`src/rtl/if_id_skid_pipe_pkg.sv`:
```
// Shared types and helpers for the IF->ID skid pipeline register.
// Occupancy states and the default field widths used at the fetch/decode boundary.
package if_id_skid_pipe_pkg;

  localparam int unsigned DefAddrW = 32;
  localparam int unsigned DefInstW = 32;
  localparam int unsigned DefCntW  = 16;

  // Encoding equals the number of entries held.
  typedef enum logic [1:0] {
    StEmpty = 2'd0,
    StOne   = 2'd1,
    StTwo   = 2'd2
  } skid_state_e;

  function automatic logic [1:0] held_count(skid_state_e st);
    case (st)
      StOne:   held_count = 2'd1;
      StTwo:   held_count = 2'd2;
      default: held_count = 2'd0;
    endcase
  endfunction

endpackage

```
`src/rtl/if_id_skid_pipe_if.sv`:
```
// Fetch->decode handshake bundle: upstream valid/ready payload, downstream payload,
// redirect flush and the flush-drop statistic.
interface if_id_skid_pipe_if #(
  parameter int unsigned ADDR_W = 32,
  parameter int unsigned INST_W = 32,
  parameter int unsigned CNT_W  = 16
) ();

  logic              in_valid;
  logic              in_ready;
  logic [ADDR_W-1:0] in_pc;
  logic [INST_W-1:0] in_inst;
  logic              out_valid;
  logic              out_ready;
  logic [ADDR_W-1:0] out_pc;
  logic [INST_W-1:0] out_inst;
  logic              flush;
  logic [CNT_W-1:0]  drop_cnt;

  modport master (
    output in_valid, in_pc, in_inst, out_ready, flush,
    input  in_ready, out_valid, out_pc, out_inst, drop_cnt
  );

  modport slave (
    input  in_valid, in_pc, in_inst, out_ready, flush,
    output in_ready, out_valid, out_pc, out_inst, drop_cnt
  );

endinterface

```
`src/rtl/if_id_skid_pipe.sv`:
```
// IF/ID boundary register with a 2-entry skid buffer, valid/ready handshake, flush
// and a saturating count of entries discarded by flush. in_ready is fully registered.
module if_id_skid_pipe
  import if_id_skid_pipe_pkg::*;
#(
  parameter int unsigned       ADDR_W   = DefAddrW,
  parameter int unsigned       INST_W   = DefInstW,
  parameter logic [INST_W-1:0] NOP_INST = '0,
  parameter int unsigned       CNT_W    = DefCntW
) (
  input logic              clk,
  input logic              rst,
  if_id_skid_pipe_if.slave bus
);

  skid_state_e       state_q, state_d;
  logic              in_ready_q, in_ready_d;
  logic [ADDR_W-1:0] main_pc_q, skid_pc_q;
  logic [INST_W-1:0] main_inst_q, skid_inst_q;
  logic [CNT_W-1:0]  drop_cnt_q, drop_cnt_d;
  logic [CNT_W:0]    drop_sum;
  logic [1:0]        drop_inc;
  logic              out_valid, accept, emit;
  logic              load_main, load_skid, main_from_skid;

  assign out_valid = (state_q != StEmpty);
  assign accept    = bus.in_valid & in_ready_q;
  assign emit      = out_valid & bus.out_ready;

  always_comb begin
    state_d        = state_q;
    load_main      = 1'b0;
    load_skid      = 1'b0;
    main_from_skid = 1'b0;
    drop_inc       = 2'd0;
    case (state_q)
      StEmpty: begin
        if (accept) begin
          load_main = 1'b1;
          state_d   = StOne;
        end
      end
      StOne: begin
        if (accept && emit) begin
          load_main = 1'b1;
        end else if (emit) begin
          state_d = StEmpty;
        end else if (accept) begin
          load_skid = 1'b1;
          state_d   = StTwo;
        end
      end
      StTwo: begin
        if (emit) begin
          main_from_skid = 1'b1;
          state_d        = StOne;
        end
      end
      default: state_d = StEmpty;
    endcase
    // A same-cycle emit already reached decode, so it is not counted as dropped;
    // main is left untouched so out_pc keeps its last value.
    if (bus.flush) begin
      state_d        = StEmpty;
      load_main      = 1'b0;
      load_skid      = 1'b0;
      main_from_skid = 1'b0;
      drop_inc       = held_count(state_q) - {1'b0, emit};
    end
    in_ready_d = (state_d != StTwo);
  end

  assign drop_sum   = {1'b0, drop_cnt_q} + (CNT_W + 1)'(drop_inc);
  assign drop_cnt_d = drop_sum[CNT_W] ? {CNT_W{1'b1}} : drop_sum[CNT_W-1:0];

  always_ff @(posedge clk) begin
    if (rst) begin
      state_q     <= StEmpty;
      in_ready_q  <= 1'b1;
      main_pc_q   <= '0;
      main_inst_q <= NOP_INST;
      skid_pc_q   <= '0;
      skid_inst_q <= NOP_INST;
      drop_cnt_q  <= '0;
    end else begin
      state_q    <= state_d;
      in_ready_q <= in_ready_d;
      drop_cnt_q <= drop_cnt_d;
      if (load_main) begin
        main_pc_q   <= bus.in_pc;
        main_inst_q <= bus.in_inst;
      end else if (main_from_skid) begin
        main_pc_q   <= skid_pc_q;
        main_inst_q <= skid_inst_q;
      end
      if (load_skid) begin
        skid_pc_q   <= bus.in_pc;
        skid_inst_q <= bus.in_inst;
      end
    end
  end

  assign bus.in_ready  = in_ready_q;
  assign bus.out_valid = out_valid;
  assign bus.out_pc    = main_pc_q;
  assign bus.out_inst  = out_valid ? main_inst_q : NOP_INST;
  assign bus.drop_cnt  = drop_cnt_q;

endmodule

```
`src/flat_wrapper.sv`:
```
// flat-port wrapper written by rule: the top's interface ports become plain ports
module if_id_skid_pipe_flat import if_id_skid_pipe_pkg::*;
#(
  parameter int unsigned       ADDR_W   = DefAddrW,
  parameter int unsigned       INST_W   = DefInstW,
  parameter logic [INST_W-1:0] NOP_INST = '0,
  parameter int unsigned       CNT_W    = DefCntW
)
  (clk, rst, bus_in_valid, bus_in_pc, bus_in_inst, bus_out_ready, bus_flush, bus_in_ready, bus_out_valid, bus_out_pc, bus_out_inst, bus_drop_cnt);
  if_id_skid_pipe_if #(.ADDR_W(ADDR_W), .INST_W(INST_W), .CNT_W(CNT_W)) bus_i ();
  input logic clk;
  input logic rst;
  input wire logic [$bits(bus_i.in_valid)-1:0] bus_in_valid;
  input wire logic [$bits(bus_i.in_pc)-1:0] bus_in_pc;
  input wire logic [$bits(bus_i.in_inst)-1:0] bus_in_inst;
  input wire logic [$bits(bus_i.out_ready)-1:0] bus_out_ready;
  input wire logic [$bits(bus_i.flush)-1:0] bus_flush;
  output wire logic [$bits(bus_i.in_ready)-1:0] bus_in_ready;
  output wire logic [$bits(bus_i.out_valid)-1:0] bus_out_valid;
  output wire logic [$bits(bus_i.out_pc)-1:0] bus_out_pc;
  output wire logic [$bits(bus_i.out_inst)-1:0] bus_out_inst;
  output wire logic [$bits(bus_i.drop_cnt)-1:0] bus_drop_cnt;
  assign bus_i.in_valid = bus_in_valid;
  assign bus_i.in_pc = bus_in_pc;
  assign bus_i.in_inst = bus_in_inst;
  assign bus_i.out_ready = bus_out_ready;
  assign bus_i.flush = bus_flush;
  assign bus_in_ready = bus_i.in_ready;
  assign bus_out_valid = bus_i.out_valid;
  assign bus_out_pc = bus_i.out_pc;
  assign bus_out_inst = bus_i.out_inst;
  assign bus_drop_cnt = bus_i.drop_cnt;
  if_id_skid_pipe #(.ADDR_W(ADDR_W), .INST_W(INST_W), .NOP_INST(NOP_INST), .CNT_W(CNT_W)) u_core (.clk(clk), .rst(rst), .bus(bus_i));
endmodule
```
`config.mk`:
```
export PLATFORM = sky130hd
export DESIGN_NAME = if_id_skid_pipe_flat
export DESIGN_NICKNAME = d
export VERILOG_FILES = /design/src/rtl/if_id_skid_pipe_pkg.sv /design/src/rtl/if_id_skid_pipe_if.sv /design/src/rtl/if_id_skid_pipe.sv /design/src/flat_wrapper.sv
export SDC_FILE = /design/constraint.sdc
export NUM_CORES = 1
export LEC_CHECK = 0
export BUFFER_PORTS_ARGS = -buffer_cell sky130_fd_sc_hd__buf_2
export CAP_MARGIN = 25
export CORE_ASPECT_RATIO = 0.8
export CORE_MARGIN = 2
export CORE_UTILIZATION = 47
export DETAILED_ROUTE_END_ITERATION = 12
export GPL_ROUTABILITY_DRIVEN = 0
export HOLD_SLACK_MARGIN = 0.06
export PLACE_DENSITY = 0.7
export SYNTH_ARGS = -nofsm -noshare
export SYNTH_HDL_FRONTEND = slang
export SYNTH_SLANG_ARGS = --single-unit
```
`constraint.sdc`:
```
create_clock -name clk -period 3.7 [get_ports clk]
set_clock_uncertainty 0.1 [all_clocks]
set_input_delay 0.925 -clock clk [delete_from_list [all_inputs] [get_ports clk]]
set_output_delay 0.925 -clock clk [all_outputs]
set_load 0.01 [all_outputs]
```
==> results.json, run 1 <==
{
  "cts_setup_buffers": 0,
  "clkSlewWorstSetupHoldPaths_ns": 0.06,
  "clock.fmax_mhz": 334,
  "grt_setup_unrepaired": "no",
  "grt_pass1_wl_um": 24900,
  "clk_latency_ns": 0.41,
  "drv_slew": 0,
  "wirelength_um": 15500,
  "postSynthAreaPerCell_um2": 8.36,
  "area_growth_pct": 23.8,
  "maxSlewHeadroom_pct": 40.8,
  "hold_depth": 2,
  "drive_above_1_share_pct": 23.6,
  "cap_violations": 0,
  "cts_buffers": 17,
  "die_w_um": 130,
  "critPathBufInv": 2,
  "top_usage_layer": "met2",
  "num-nets-final": 911,
  "vias_per_cell": 5.42,
  "tightest_slew_ns": 0.888,
  "crit_path_start_kind": "input pin",
  "vias": 5536,
  "synth_nets": 785,
  "die_h_um": 105,
  "critPathRequiredTime_ns": 3.93,
  "hpwl_um": 10100,
  "status": "complete, no violations",
  "irDropWorstVdd_mv": 0.381,
  "crit_arrival_ns": 3.23,
  "hold_violations": 0,
  "min_to": "u_core.bus.out_pc[25]",
  "critPathKind": "input pin to flop",
  "grt_pass1_vias": 5116,
  "reg2reg_to": "u_core.bus.drop_cnt[9]",
  "finalSetupTns_ns": 0,
  "min_from": "u_core.bus.out_pc[25]",
  "met3_usage_pct": 5.43,
  "power_w": 0.00367,
  "cp_top_family": "simple AND/OR/NAND/NOR gates",
  "cts_max_level": 4,
  "async_flop_share_pct": 0,
  "antenna_found_initial": 0,
  "synth-seq-cells": 147,
  "synth_edf_count": 0,
  "layout_min_cycle_time_ns": 2.99,
  "ys_warn_count": 0,
  "power.leakage_nw": 2.88,
  "coreArea_um2": 12300,
  "ctsResizeCount": 0,
  "clock-root-buffer": "clkbuf_16",
  "die-area_um2": 13600,
  "hp-class": "flop to flop",
  "start_util_pct": 48.6,
  "p_per_area_nw_per_um2": 497,
  "clockBufferDepth": 2,
  "grt.met1_usage_pct": 30.3,
  "finalSetupViolations": 0,
  "ff2ff_setup_slack_ns": 0.88,
  "synthDistinctLibCells": 41,
  "fin_crit_sh_pct": 80.8,
  "crit_path_max_fanout": 11,
  "crit_path_top_delay_cell": "fa_1",
  "synth_ff_type": "dfxtp_1",
  "netlist_area_um2": 5950,
  "seq_area_frac_synth_pct": 49.4,
  "cts_num_sinks": 147,
  "grt_util_met2_pct": 37.2,
  "wire_per_inst_um": 15.2,
  "port_buffers": 150,
  "drt_iter0_markers": 419,
  "worst-path-stages": 11,
  "overflow": 0,
  "ant_nets": 0,
  "crit_chain": "buf_2 -> nor2b_1 -> ha_1 -> nor2b_1 -> ha_1 -> inv_1 -> fa_1 -> nand2b_1 -> nor4_4 -> nand2_2 -> a21oi_1",
  "dr.pass1.iters": 5,
  "drc": 0,
  "whs_ns": 0.350,
  "r2r-start": "u_core.state_q[1]",
  "reg2reg_depth": 11,
  "num_antenna_cells": 0,
  "grt_start_max_net_pins": 89,
  "fp-row-count": 36,
  "ctsHoldBuffers": 0,
  "cts_tree": "done",
  "io_pins": 151,
  "synth_cells": 712,
  "critPathCaptureType": "flop",
  "track_usage_pct": 22.9,
  "cpPeakStageDelay_ns": 0.40
}
cell usage in the layout, fill, tap and decap left out, types with 2 or more instances in the layout:
cell          n
a31oi_1       2
nand2b_1      4
dfxtp_1     147
a21o_1        2
buf_4         7
clkbuf_8      5
nand4_1       3
nand3_1       7
or3_1         2
nor2_1        4
o21ai_0       2
clkinv_2      4
clkinvlp_4    2
nor3_1        2
a22oi_1      64
nor4_1        2
xnor2_1       2
and2_1        2
xor2_1        8
and4_1        2
a211oi_1      2
a21oi_1     141
nor2b_1      38
buf_12        3
nand2_2       2
nor2_4        2
buf_2       149
ha_1          3
inv_1         5
nand2_1     197
clkbuf_16    17
bufinv_16     3
registers in the layout (all words and copies together), names as in the netlist:
name,cells
u_core.bus.drop_cnt,16
u_core.state_q,2
u_core.skid_pc_q,32
u_core.main_inst_q,32
u_core.skid_inst_q,32
u_core.bus.out_pc,32
u_core.bus.in_ready,1
routing by layer:
metal	vias to the layer above	part of all wire [%]
met1	2601	43
met3	20	7.1
met2	220	48
li1	2695	-
met4	0	1.3
met5	-	0
worst min-delay path, delay by kind of cell (launching register included):
kind	cells	cell delay, ns
flops	1	0.30
simple gates	1	0.05
compound gates	1	0.05
area by class of cell:
| class | instances | area, um^2 |
|---|---|---|
| repair buffers | 159 | 858 |
| clock inverters | 9 | 125 |
| inverters | 5 | 18.8 |
| well taps | 171 | 214 |
| fillers | 1107 | 4880 |
| multi-input cells | 508 | 2720 |
| clock buffers | 23 | 498 |
| flip-flops and latches | 147 | 2940 |
worst max-delay path by stage:
| stage | start | endpoint | slack (ns) |
|---|---|---|---|
| floorplan | bus_out_ready | u_core.bus.drop_cnt[14] | 0.70 |
| global placement | bus_out_ready | u_core.bus.drop_cnt[1] | 0.40 |
| detailed placement | bus_out_ready | u_core.bus.drop_cnt[9] | 0.30 |
| CTS | bus_out_ready | u_core.bus.drop_cnt[9] | 0.74 |
| global route | bus_out_ready | u_core.bus.drop_cnt[9] | 0.48 |
| finish | bus_out_ready | u_core.bus.drop_cnt[9] | 0.71 |
logic make-up after synthesis:
group	synth area share, %
compound gates	21.5
xor+xnor	1.47
fa+ha+maj	0.967
buf+inv	5.02
flops	49.4
mux	0.168
simple gates	21.5
power breakdown:
part / internal, W / switching (W)
Clock: 0.00115 / 0.000634
Combinational: 0.0000929 / 0.000146
Sequential: 0.00163 / 0.0000225
Total: 0.00286 / 0.000802
cell usage after synthesis, types with 2 or more instances:
master    number  area share [%]
nand2_1      198              12
ha_1           3            0.63
nor3_1         2            0.17
a211oi_1       2            0.25
buf_2         25             2.1
dfxtp_1      147              49
a22oi_1       64             8.1
xor2_1         8             1.2
nand3_1        7            0.59
nand4_1        3            0.32
buf_6          7             1.3
nor4_1         2            0.21
or3_1          2            0.21
and4bb_1       2            0.42
xnor2_1        2            0.29
inv_1          5            0.32
and4_1         2            0.29
nor2_1         5            0.32
a21o_1         2            0.25
clkbuf_1      19             1.2
nor2_4         2            0.38
o21ai_0        2            0.17
nand2b_1       4            0.42
and2_1         2            0.21
nor2b_1       38             4.0
a31oi_1        2            0.21
a21oi_1      141              12
stage by stage:
stage          cells  instance area, um^2  util, %  setup WS (ns)
3_3_place_gp     990                 6750     55.1          0.403
6_report        1022                 7370     60.2          0.709
4_1_cts         1022                 7370     60.2          0.737
5_1_grt         1022                 7370     60.2          0.479
3_5_place_dp     990                 6750     55.1          0.300
2_1_floorplan    712                 5950        -          0.702
Power figures use the tool's default switching activity.
==> inputs of run 2 (changes only) <==
--- a/config.mk
+++ b/config.mk
@@ -5,6 +5,7 @@
 export SDC_FILE = /design/constraint.sdc
 export NUM_CORES = 1
 export LEC_CHECK = 0
+export ABC_AREA = 1
 export BUFFER_PORTS_ARGS = -buffer_cell sky130_fd_sc_hd__buf_2
 export CAP_MARGIN = 25
 export CORE_ASPECT_RATIO = 0.8
@@ -13,7 +14,7 @@
 export DETAILED_ROUTE_END_ITERATION = 12
 export GPL_ROUTABILITY_DRIVEN = 0
 export HOLD_SLACK_MARGIN = 0.06
-export PLACE_DENSITY = 0.7
+export PLACE_DENSITY = 0.69
 export SYNTH_ARGS = -nofsm -noshare
 export SYNTH_HDL_FRONTEND = slang
 export SYNTH_SLANG_ARGS = --single-unit
==> constraint.sdc (replaced) <==
create_clock -name clk -period 3.03 [get_ports clk]
set_clock_uncertainty 0.1 [all_clocks]
set_input_delay 0.7575 -clock clk [delete_from_list [all_inputs] [get_ports clk]]
set_output_delay 0.7575 -clock clk [all_outputs]
set_load 0.01 [all_outputs]
==> run 2 against run 1 <==
  * Critical endpoint is now u_core.bus.drop_cnt[10]
  * Critical path type is now flop to flop
  * Clock power increased by 20%
  * Combinational power increased by 56%
  * Sequential power is 22% higher
  * Synthesized area increased by 9.5%
  * Cell count grew 20%
  * Via count grew 15%
  * Global-route usage rose by 0.55 points
  * Core utilization fell by 1.2 points
==> results.json, run 2 <==
{
  "cts_setup_buffers": 0,
  "stdcell_area_um2": 8000,
  "power.leakage_nw": 3.38,
  "critPathRequiredTime_ns": 3.29,
  "num-nets-final": 1104,
  "ant_nets": 0,
  "drv_slew": 0,
  "hpwl_um": 10600,
  "critPathCaptureType": "flop",
  "clkSlewWorstSetupHoldPaths_ns": 0.06,
  "wire_per_inst_um": 14.1,
  "hp-class": "flop to flop",
  "drive_above_1_share_pct": 20.2,
  "clock-root-buffer": "clkbuf_16",
  "wirelength_um": 17300,
  "postSynthAreaPerCell_um2": 7.17,
  "clockBufferDepth": 2,
  "grt_pass1_vias": 5754,
  "irDropWorstVdd_mv": 0.408,
  "vias": 6342,
  "status": "complete, no violations",
  "register_area_um2": 2940,
  "coreArea_um2": 13600,
  "place_area_um2": 7390,
  "synthDistinctLibCells": 27,
  "drc": 0,
  "port_buffers": 150,
  "maxSlewHeadroom_pct": 54.7,
  "synth_top_cell_area_share_pct": 45.1,
  "hold_violations": 0,
  "cts_max_level": 4,
  "synth_nets": 983,
  "clock.fmax_mhz": 375,
  "p_per_area_nw_per_um2": 564,
  "crit_path_max_fanout": 15,
  "cts_buffers": 17,
  "async_flop_share_pct": 0,
  "top_layer": "met4",
  "antenna_found_initial": 0,
  "die_w_um": 136,
  "track_usage_pct": 23.4,
  "die_h_um": 109,
  "place_ws_ns": -0.0365,
  "seq_area_frac_synth_pct": 45.1,
  "wl_met2_um": 7610,
  "crit_arrival_ns": 2.92,
  "area_growth_pct": 22.6,
  "fin_ws_ns": 0.364,
  "ctsHoldBuffers": 0,
  "io_pins": 151,
  "critPathKind": "flop to flop",
  "n_fill_cell": 1318,
  "synth_edf_count": 0,
  "die-area_um2": 14800,
  "netlist_area_um2": 6520,
  "synth_ff_type": "dfxtp_1",
  "dr.pass1.iters": 5,
  "finalSetupTns_ns": 0,
  "finalSetupViolations": 0,
  "synthTopCellsByArea": "dfxtp_1, inv_1, nor2_1",
  "ys_warn_count": 0,
  "cts_num_sinks": 147,
  "yosys-top-cells-count": "inv_1, dfxtp_1, nor2_1",
  "synth_cells": 910,
  "grt_pass1_wl_um": 27800,
  "whs_ns": 0.346,
  "layout_min_cycle_time_ns": 2.67,
  "num_antenna_cells": 0,
  "overflow": 0,
  "cts_tree": "done",
  "ctsResizeCount": 0,
  "mostFrequentLayoutCells": "inv_1, buf_2, dfxtp_1",
  "fp-row-count": 38,
  "grt_setup_unrepaired": "no",
  "tightest_slew_ns": 0.680,
  "wl_met3_um": 1070,
  "cap_violations": 0,
  "start_util_pct": 48.1,
  "ff2ff_setup_slack_ns": 0.36,
  "grt_start_max_net_pins": 89,
  "fin_crit_sh_pct": 88.0,
  "stdcell_count": 1222,
  "vias_per_cell": 5.19,
  "drt_iter0_markers": 406,
  "multi_input_area_um2": 2690,
  "synth-seq-cells": 147,
  "drt-met1-wl_um": 8410,
  "layout_commonest_cell": "inv_1",
  "yosysTopAreaCell": "dfxtp_1",
  "clk_latency_ns": 0.41,
  "place_inst": 1192,
  "synth.most_common_cell": "inv_1",
  "crit_path_start_kind": "flop"
}
[run 2: changes by cell type after synthesis, moves of 8 or more]
cell / delta
clkbuf_1: +25
a21oi_1: -68
nor2b_1: -38
inv_1: +153
o22ai_1: +32
nand2_1: -154
nor2_1: +142
o21ai_1: +8
a22oi_1: -64
o21ai_0: +57
a31oi_1: +31
nand3_1: +41
nand4_1: +67
[run 2: logic make-up after synthesis]
| kind of cell | after synthesis | share of synthesized area, % |
|---|---|---|
| flip-flops | 147 | 45.1 |
| AND/OR/NAND/NOR | 318 | 22.3 |
| adder cells (fa/ha/maj) | 4 | 0.882 |
| AO/OA/AOI/OAI | 206 | 17.1 |
| XOR/XNOR | 5 | 0.671 |
| buffers and inverters | 230 | 13.9 |
[run 2: per-stage QoR]
step / utilization (%) / power [W]
finish: 59.0 / 0.00451
detailed placement: 54.6 / 0.00242
CTS: 59.0 / 0.00456
floorplan: - / 0.00228
global placement: 54.6 / 0.00242
global route: 59.0 / 0.00468
[run 2: worst max-delay path, cell delays in order (launching register included)]
cell	delay [ns]
dfxtp_1	0.35
inv_2	0.08
nand2_1	0.10
inv_1	0.06
nor2_1	0.14
ha_1	0.25
nor2_1	0.12
ha_1	0.17
inv_1	0.05
fa_1	0.38
inv_1	0.08
nand2_1	0.09
nor2_2	0.11
nand2_1	0.07
inv_1	0.09
nand2_4	0.13
nand3_1	0.12
nand2_1	0.05
inv_1	0.05
[run 2: worst paths after layout]
check,from,endpoint,cells after the start
setup / recovery,u_core.state_q[1],u_core.bus.drop_cnt[10],18
hold / removal,u_core.skid_pc_q[10],u_core.skid_pc_q[10],2
setup reg to reg,u_core.state_q[1],u_core.bus.drop_cnt[10],18
hold reg to reg,u_core.skid_pc_q[10],u_core.skid_pc_q[10],2
[run 2: area by class of cell]
class | count | area share (%)
sequential | 147 | 36.8
multi-input combinational | 533 | 33.6
timing repair buffer | 172 | 11.8
inverter | 160 | 7.51
clock buffer | 21 | 5.88
tap | 180 | 2.82
clock inverter | 9 | 1.63
[run 2: power breakdown]
| part | internal (W) | total, W | leakage (nW) | switching [W] |
|---|---|---|---|---|
| logic | 0.000133 | 0.000373 | 1.90 | 0.000240 |
| clock network | 0.00135 | 0.00213 | 0.283 | 0.000782 |
| registers | 0.00199 | 0.00201 | 1.19 | 0.0000221 |
| total | 0.00347 | 0.00451 | 3.38 | 0.00104 |
[run 2: routing by layer]
layer | vias up | global-route usage (%)
li1 | 3235 | -
met1 | 2876 | 32.9
met2 | 218 | 36.5
met3 | 13 | 4.52
met4 | 0 | 7.51
met5 | - | 0
